<file path="config.mk">
export PLATFORM = sky130hd
export DESIGN_NAME = pc_next_unit
export DESIGN_NICKNAME = d
export VERILOG_FILES = /design/src/rtl/mips_ctrl_pkg.sv /design/src/rtl/pc_target_mux.sv /design/src/rtl/pc_next_unit.sv
export SDC_FILE = /design/constraint.sdc
export NUM_CORES = 1
export LEC_CHECK = 0
export CAP_MARGIN = 25
export CORE_AREA = 2 2 141 88
export DETAILED_ROUTE_END_ITERATION = 10
export DIE_AREA = 0 0 143 90
export MAX_ROUTING_LAYER = met4
export PLACE_DENSITY = 0.85
export SLEW_MARGIN = 25
export SYNTH_ARGS = -nofsm -noshare
export SYNTH_HDL_FRONTEND = slang
export SYNTH_SLANG_ARGS = --single-unit
</file>
<file path="constraint.sdc">
create_clock -name clock -period 5.5 [get_ports clock]
set_clock_uncertainty 0.2 [all_clocks]
set_input_delay 1.1 -clock clock [delete_from_list [all_inputs] [get_ports clock]]
set_output_delay 1.1 -clock clock [all_outputs]
set_load 0.02 [all_outputs]
</file>
<file path="src/rtl/mips_ctrl_pkg.sv">
// Shared MIPS control constants: JR decode key, PC-stage FSM encodings, word shift.
// Combinational constants only; no latency or backpressure.
package mips_ctrl_pkg;

   localparam logic [8:0] JR_KEY     = 9'b000001000;
   localparam int         WORD_SHIFT = 2;

   typedef enum logic [1:0] {
      ST_BOOT = 2'd0,
      ST_RUN  = 2'd1,
      ST_HALT = 2'd2
   } pc_state_e;

endpackage

</file>
<file path="src/rtl/pc_target_mux.sv">
// Next-PC priority select (JR > jump > branch > sequential), zero latency, no backpressure.
// PC_ALIGN_TRAP_EN: pass raw JR target and flag misalignment; otherwise force-align it.
module pc_target_mux
   import mips_ctrl_pkg::*;
(
   input  logic [31:0] pc_plus4_i,
   input  logic [2:0]  opcode_i,
   input  logic [5:0]  func_i,
   input  logic [31:0] jr_target_i,
   input  logic        jump_en_i,
   input  logic [25:0] jump_index_i,
   input  logic        branch_taken_i,
   input  logic [31:0] branch_offset_i,
   output logic [31:0] pc_d_o,
   output logic        misalign_o
);

   logic        jr_sel;
   logic [31:0] jr_pc;
   logic [31:0] jump_pc;
   logic [31:0] branch_pc;

   assign jr_sel    = ({opcode_i, func_i} == JR_KEY);
   assign jump_pc   = {pc_plus4_i[31:28], jump_index_i, 2'b00};
   assign branch_pc = pc_plus4_i + (branch_offset_i << WORD_SHIFT);

`ifdef PC_ALIGN_TRAP_EN
   assign jr_pc      = jr_target_i;
   assign misalign_o = jr_sel && (jr_target_i[1:0] != 2'b00);
`else
   assign jr_pc      = jr_target_i & 32'hFFFF_FFFC;
   assign misalign_o = 1'b0;
`endif

   // The JR bus floats unless jr_sel, so it is gated out of every other path.
   always_comb begin
      pc_d_o = pc_plus4_i;
      if (jr_sel)              pc_d_o = jr_pc;
      else if (jump_en_i)      pc_d_o = jump_pc;
      else if (branch_taken_i) pc_d_o = branch_pc;
   end

endmodule

</file>
<file path="src/rtl/pc_next_unit.sv">
// PC register, BOOT/RUN/HALT FSM and retired-instruction counter; next PC visible one cycle later.
// stall/halt_req hold the PC; PC_ALIGN_TRAP_EN turns a misaligned JR into a sticky error + HALT.
module pc_next_unit
   import mips_ctrl_pkg::*;
#(
   parameter logic [31:0] RESET_VECTOR = 32'h0000_0000,
   parameter int          COUNT_W      = 32
) (
   input  logic               clock,
   input  logic               reset,
   input  logic               stall,
   input  logic               halt_req,
   input  logic [2:0]         opcode,
   input  logic [5:0]         func,
   input  logic [31:0]        jr_target,
   input  logic               jump_en,
   input  logic [25:0]        jump_index,
   input  logic               branch_taken,
   input  logic [31:0]        branch_offset,
   output logic [31:0]        pc,
   output logic [31:0]        pc_plus4,
   output logic [1:0]         state,
   output logic               error,
   output logic [COUNT_W-1:0] instr_count
);

   logic [31:0]        pc_q;
   logic [31:0]        pc_d;
   logic               misalign;
   pc_state_e          state_q;
   logic               error_q;
   logic [COUNT_W-1:0] count_q;

   assign pc_plus4 = pc_q + 32'd4;

   pc_target_mux u_mux (
      .pc_plus4_i      (pc_plus4),
      .opcode_i        (opcode),
      .func_i          (func),
      .jr_target_i     (jr_target),
      .jump_en_i       (jump_en),
      .jump_index_i    (jump_index),
      .branch_taken_i  (branch_taken),
      .branch_offset_i (branch_offset),
      .pc_d_o          (pc_d),
      .misalign_o      (misalign)
   );

   always_ff @(posedge clock) begin
      if (reset) begin
         pc_q    <= RESET_VECTOR;
         state_q <= ST_BOOT;
         error_q <= 1'b0;
         count_q <= '0;
      end else begin
         case (state_q)
            ST_BOOT: state_q <= ST_RUN;
            ST_RUN: begin
               if (halt_req) begin
                  state_q <= ST_HALT;
               end else if (!stall) begin
                  // misalign is constant 0 when the trap is compiled out.
                  if (misalign) begin
                     error_q <= 1'b1;
                     state_q <= ST_HALT;
                  end else begin
                     pc_q    <= pc_d;
                     count_q <= count_q + COUNT_W'(1);
                  end
               end
            end
            ST_HALT: state_q <= ST_HALT;
            default: state_q <= ST_BOOT;
         endcase
      end
   end

   assign pc          = pc_q;
   assign state       = state_q;
   assign error       = error_q;
   assign instr_count = count_q;

endmodule
</file>
* Word level (Yosys, flattened, before mapping) *
Index checks and enable logic that the tools add are counted.

cells by class
  add/sub/neg operators = 3
  $mul = 0
  div/mod/pow operators = 0
  magnitude comparators = 0
  equality and inequality tests = 4
  shift-type cells = 0
  mux-type cells = 5
  bitwise operators = 2
  reductions and logical operators = 2

operator list
  cell                     count
  $mux W32                 3
  $add A32 B1 Y32 const B  1
  $add A32 B3 Y32 const B  1
  $add A32 B32 Y32         1
  $eq A9 B4 Y1 const B     1
  $pmux W2 S3              1
  $reduce_and A3 Y1        1
  $eq A2 B1 Y1 const B     1
  $eq A2 B2 Y1 const B     1
  $logic_not A2 Y1         1
  $mux W2                  1
  $ne A2 B2 Y1 const B     1
  $not A1 Y1               2

storage, ports and cells
  register bits after elaboration = 66
  latch bits = 0
  memory bits (writable) = 0
  ROM bits = 0
  input port bits = 105
  output and inout bits = 99
  logic and storage cells = 19
  memories kept = 0

* Longest topological paths before layout *
  depth after elaboration = 5
  mapped depth = 18
  mapped depth without buffers = 16

* Modules after synthesis *
Synthesis repeated with hierarchy kept, for this count alone.

second synthesis, totals
  cells, all modules = 809
  area, all modules = 5814.3 um2

modules (own cells, without submodules)
  module         instances  cells an instance  area each (um2)  sequential area each (um2)
  pc_next_unit   1          419                3299.4           1341.3
  pc_target_mux  1          390                2514.9           0.0

* Worst setup path after synthesis *
Ideal clock, no wire load.

  path type = flip-flop to flip-flop
  from = register pc_q[2], in the netlist pc[2]
  to = register pc_q[31], in the netlist pc[31]
  setup time = 0.116 ns
  arrival = 3.947 ns
  data required time = 5.184 ns
  setup slack = 1.238 ns
  cell stages (with the launch flop) = 18
  path buffers = 2
  period minus slack after synthesis = 4.262 ns
  path through = dfxtp_1 > ha_1 > and3_1 > clkbuf_1 > nand4_1 > nor2_1 > nand3_1 > xnor2_1 > ha_1 > clkbuf_1 > nand2_1 > or3b_1 > o211ai_1 > a41oi_2 > o21ai_2 > a221oi_2 > or3_1 > a31o_1

on the way
  word-level cells in the longest chain between the ends = 5

RTL lines
  element                   line                 source
  start: declaration        pc_next_unit.sv:27   logic [31:0] pc_q;
  start signal: assignment  pc_next_unit.sv:67   pc_q <= pc_d;
  $add A32 B3 Y32           pc_next_unit.sv:34   assign pc_plus4 = pc_q + 32'd4;
  named net pc_plus4[24]    pc_next_unit.sv:21   output logic [31:0] pc_plus4,
  $add A32 B32 Y32          pc_target_mux.sv:25  assign branch_pc = pc_plus4_i + (branch_offset_i << WORD_SHIFT);
  $mux W32                  pc_target_mux.sv:40  else if (branch_taken_i) pc_d_o = branch_pc;
  $mux W32                  pc_target_mux.sv:39  else if (jump_en_i) pc_d_o = jump_pc;
  $mux W32                  pc_target_mux.sv:38  if (jr_sel) pc_d_o = jr_pc;

The timed path passes the listed nets, and every way through them passes these cells.
A chain may end at the register's enable or synchronous reset.

* Worst setup path after layout *
  from = register pc_q[3], in the netlist pc[3]
  to = output pc_plus4[30]

on the way
  word-level cells in the longest chain between the ends = 1

RTL lines
  element           line
  $add A32 B3 Y32   pc_next_unit.sv:34
  end: declaration  pc_next_unit.sv:21

No other way between the ends.

==> results.ini <==
[final_layout]
diodes=0
area_growth_syn_to_layout_pct=41.74
layout-drive-gt1-share=0.03896
fin_nets=1064
fillers=1009

[logic_synthesis]
syn_inst=747
synth_edf_count=0
yosysSeqAreaShare=0.2321
yosys.area_share.adder=0.09204
yosysMostFrequentCell=nor2_1
syn_area_um2=5519
ys_ff_latch=64
yosysUniqueCellTypes=66
synth_top_area_frac=0.2321
yosys-top-cells-area=dfxtp_1, ha_1, a21oi_1, nor2_1, xor2_1
synth_area_leader_cell=dfxtp_1
ys_async_sr_fraction=0
synth_top_family_by_area=simple AND/OR/NAND/NOR gates
synthSimpleGateAreaFrac=0.2575
synth_compound_area_frac=0.2310
yosysWarnings=0
synthFlopType=dfxtp_1
synthMuxAreaShare=0.02176
synth_xor_area_frac=0.1174
avgSynthCellArea_um2=7.388
synth_commonest_cells=nor2_1, a21oi_1, nand2_1

[critical_path]
slowest_delay_ns=0.72
cp_data_arrival_time_ns=3.40
critPathCaptureType=output port
cp_max_fo=6
crit_chain=ha_1 > and3_1 > nand4_1 > nor4_2 > nand2_1 > xnor2_1 > clkdlybuf4s50_1
worstPathRequired_ns=4.20
critPathKind=register to output port
crit_path_top_delay_cell=clkdlybuf4s50_1
worstSetupStartpointType=register

[drt]
vias=6343
wl_mm=19.69
drtPass1Iterations=5
drt-initial-drc-count=538
final_antenna_net_count=0
drc=0
routedWlPerCell_um=18.08
vias_per_cell=5.825

[global_routing]
grt.total_usage=0.3068
first_global_vias=5842
grt-ovfl-total=0
antenna_found_initial=0
grt_pass1_wl_mm=30.73
grt_max_degree=59

[die]
die-area_um2=12870
die_h_um=90
core-area_um2=11670
rows=31
initial_utilization=0.4727
die-width_um=143
ios=204

[clock_tree]
cts_tree=built
numCtsBuffers=9
clk_pin_slew_ns=0.06
cts_setup_buffers=0
post_cts_resized=0
postCtsHoldBufs=0
cts_buffer_depth=2
clock-sinks=64
cts-root-buf=clkbuf_16
htreeDepth=3
insertion_delay_ns=0.33

[timing]
tightest_slew_ns=1.032
fmax_ghz=0.2127
fin_crit_sh=0.8548
setup_tns_ns=0
rsz0062_at_grt=no
min_period_ns=4.701
slew_violations=0
setup_viol=0
hold_viol_final=0
slew_headroom=0.3123

[run_status]
outcome=finished, final reports clean

[pwr]
p_leak_nw=3.023
p_per_area_nw_per_um2=224.9
vdd_ir_drop_max_uv=190.7
p_total_mw=1.759

[placed_design]
io_buffer_count=194
gp_congestion=0.9764
dp.final_hpwl_mm=14.82

[min_path]
worstHoldPathType=register to register

[job]
drv_cap=0

report_power, final:
part	internal [mW]	switching, mW	leakage (nW)
registers	0.493	0.0413	0.517
clock network	0.309	0.230	0.132
logic	0.313	0.372	2.37
per-layer routing:
metal | part of all wire | GRT usage | wire [µm]
met1 | 0.49 | 0.4580 | 9630
met2 | 0.41 | 0.4310 | 8034
met3 | 0.091 | 0.05115 | 1786
met4 | 0.012 | 0.06271 | 243
met5 | 0 | - | 0
final cells by class:
| cell class | count | area (µm²) | area share |
|---|---|---|---|
| clock buffer | 9 | 225.2 | 0.02879 |
| multi-input combinational | 625 | 3998 | 0.5110 |
| sequential | 64 | 1281 | 0.1638 |
| inverter | 18 | 67.56 | 0.008637 |
| timing repair buffer | 201 | 1989 | 0.2543 |
| clock inverter | 7 | 55.05 | 0.007038 |
| tap | 165 | 206.4 | 0.02639 |
metrics by stage:
stage	worst slack [ns]	cells	cell area, µm²	utilization	hold WS (ns)
2_1_floorplan	1.238	751	5534	-	0.3534
3_3_place_gp	1.169	1073	7542	0.6460	0.2828
3_5_place_dp	1.102	1073	7542	0.6460	0.2828
4_1_cts	0.8720	1089	7823	0.6700	0.2907
5_1_grt	0.7345	1089	7823	0.6700	0.3255
6_report	0.7989	1089	7823	0.6700	0.2882
worst max-delay path, delay by kind of cell, from the launching register on:
family	cells	cell delay, ns
buffers and inverters	1	0.72
xor gates and xnor gates	1	0.34
adders and majority gates	1	0.21
and+or+nand+nor	4	1.37
DFF	1	0.42
sequential cells by signal, indices dropped and copies added (netlist names):
register	flops
instr_count	32
pc	30
state	2
worst paths after layout:
check                                      from               to  slack [ns]  cells past startpoint
worst max-delay path                      pc[3]     pc_plus4[30]        0.80                      7
worst min-delay path            instr_count[10]  instr_count[10]        0.29                      2
worst max register to register            pc[3]           pc[31]        0.94                     16
worst min register to register  instr_count[10]  instr_count[10]        0.29                      2
layout by cell type, fill, tap and decap left out, types with 12 or more instances in the layout:
cell             instances
nand3_1                 28
nor3_1                  26
nand4_1                 20
and3_1                  19
ha_1                    39
inv_1                   18
xnor2_1                 36
clkdlybuf4s50_1        193
o21ai_0                 39
a21oi_1                 69
mux2i_1                 12
a211oi_1                24
xor2_1                  38
dfxtp_1                 64
nor2_1                  89
nand2_1                 66
logic make-up after synthesis:
group / after synthesis
buf+inv: 62
other cells: 1
mux: 12
compound gates: 203
fa+ha+maj: 40
flops: 64
xor+xnor: 74
simple gates: 291
Power figures use the tool's default switching activity.
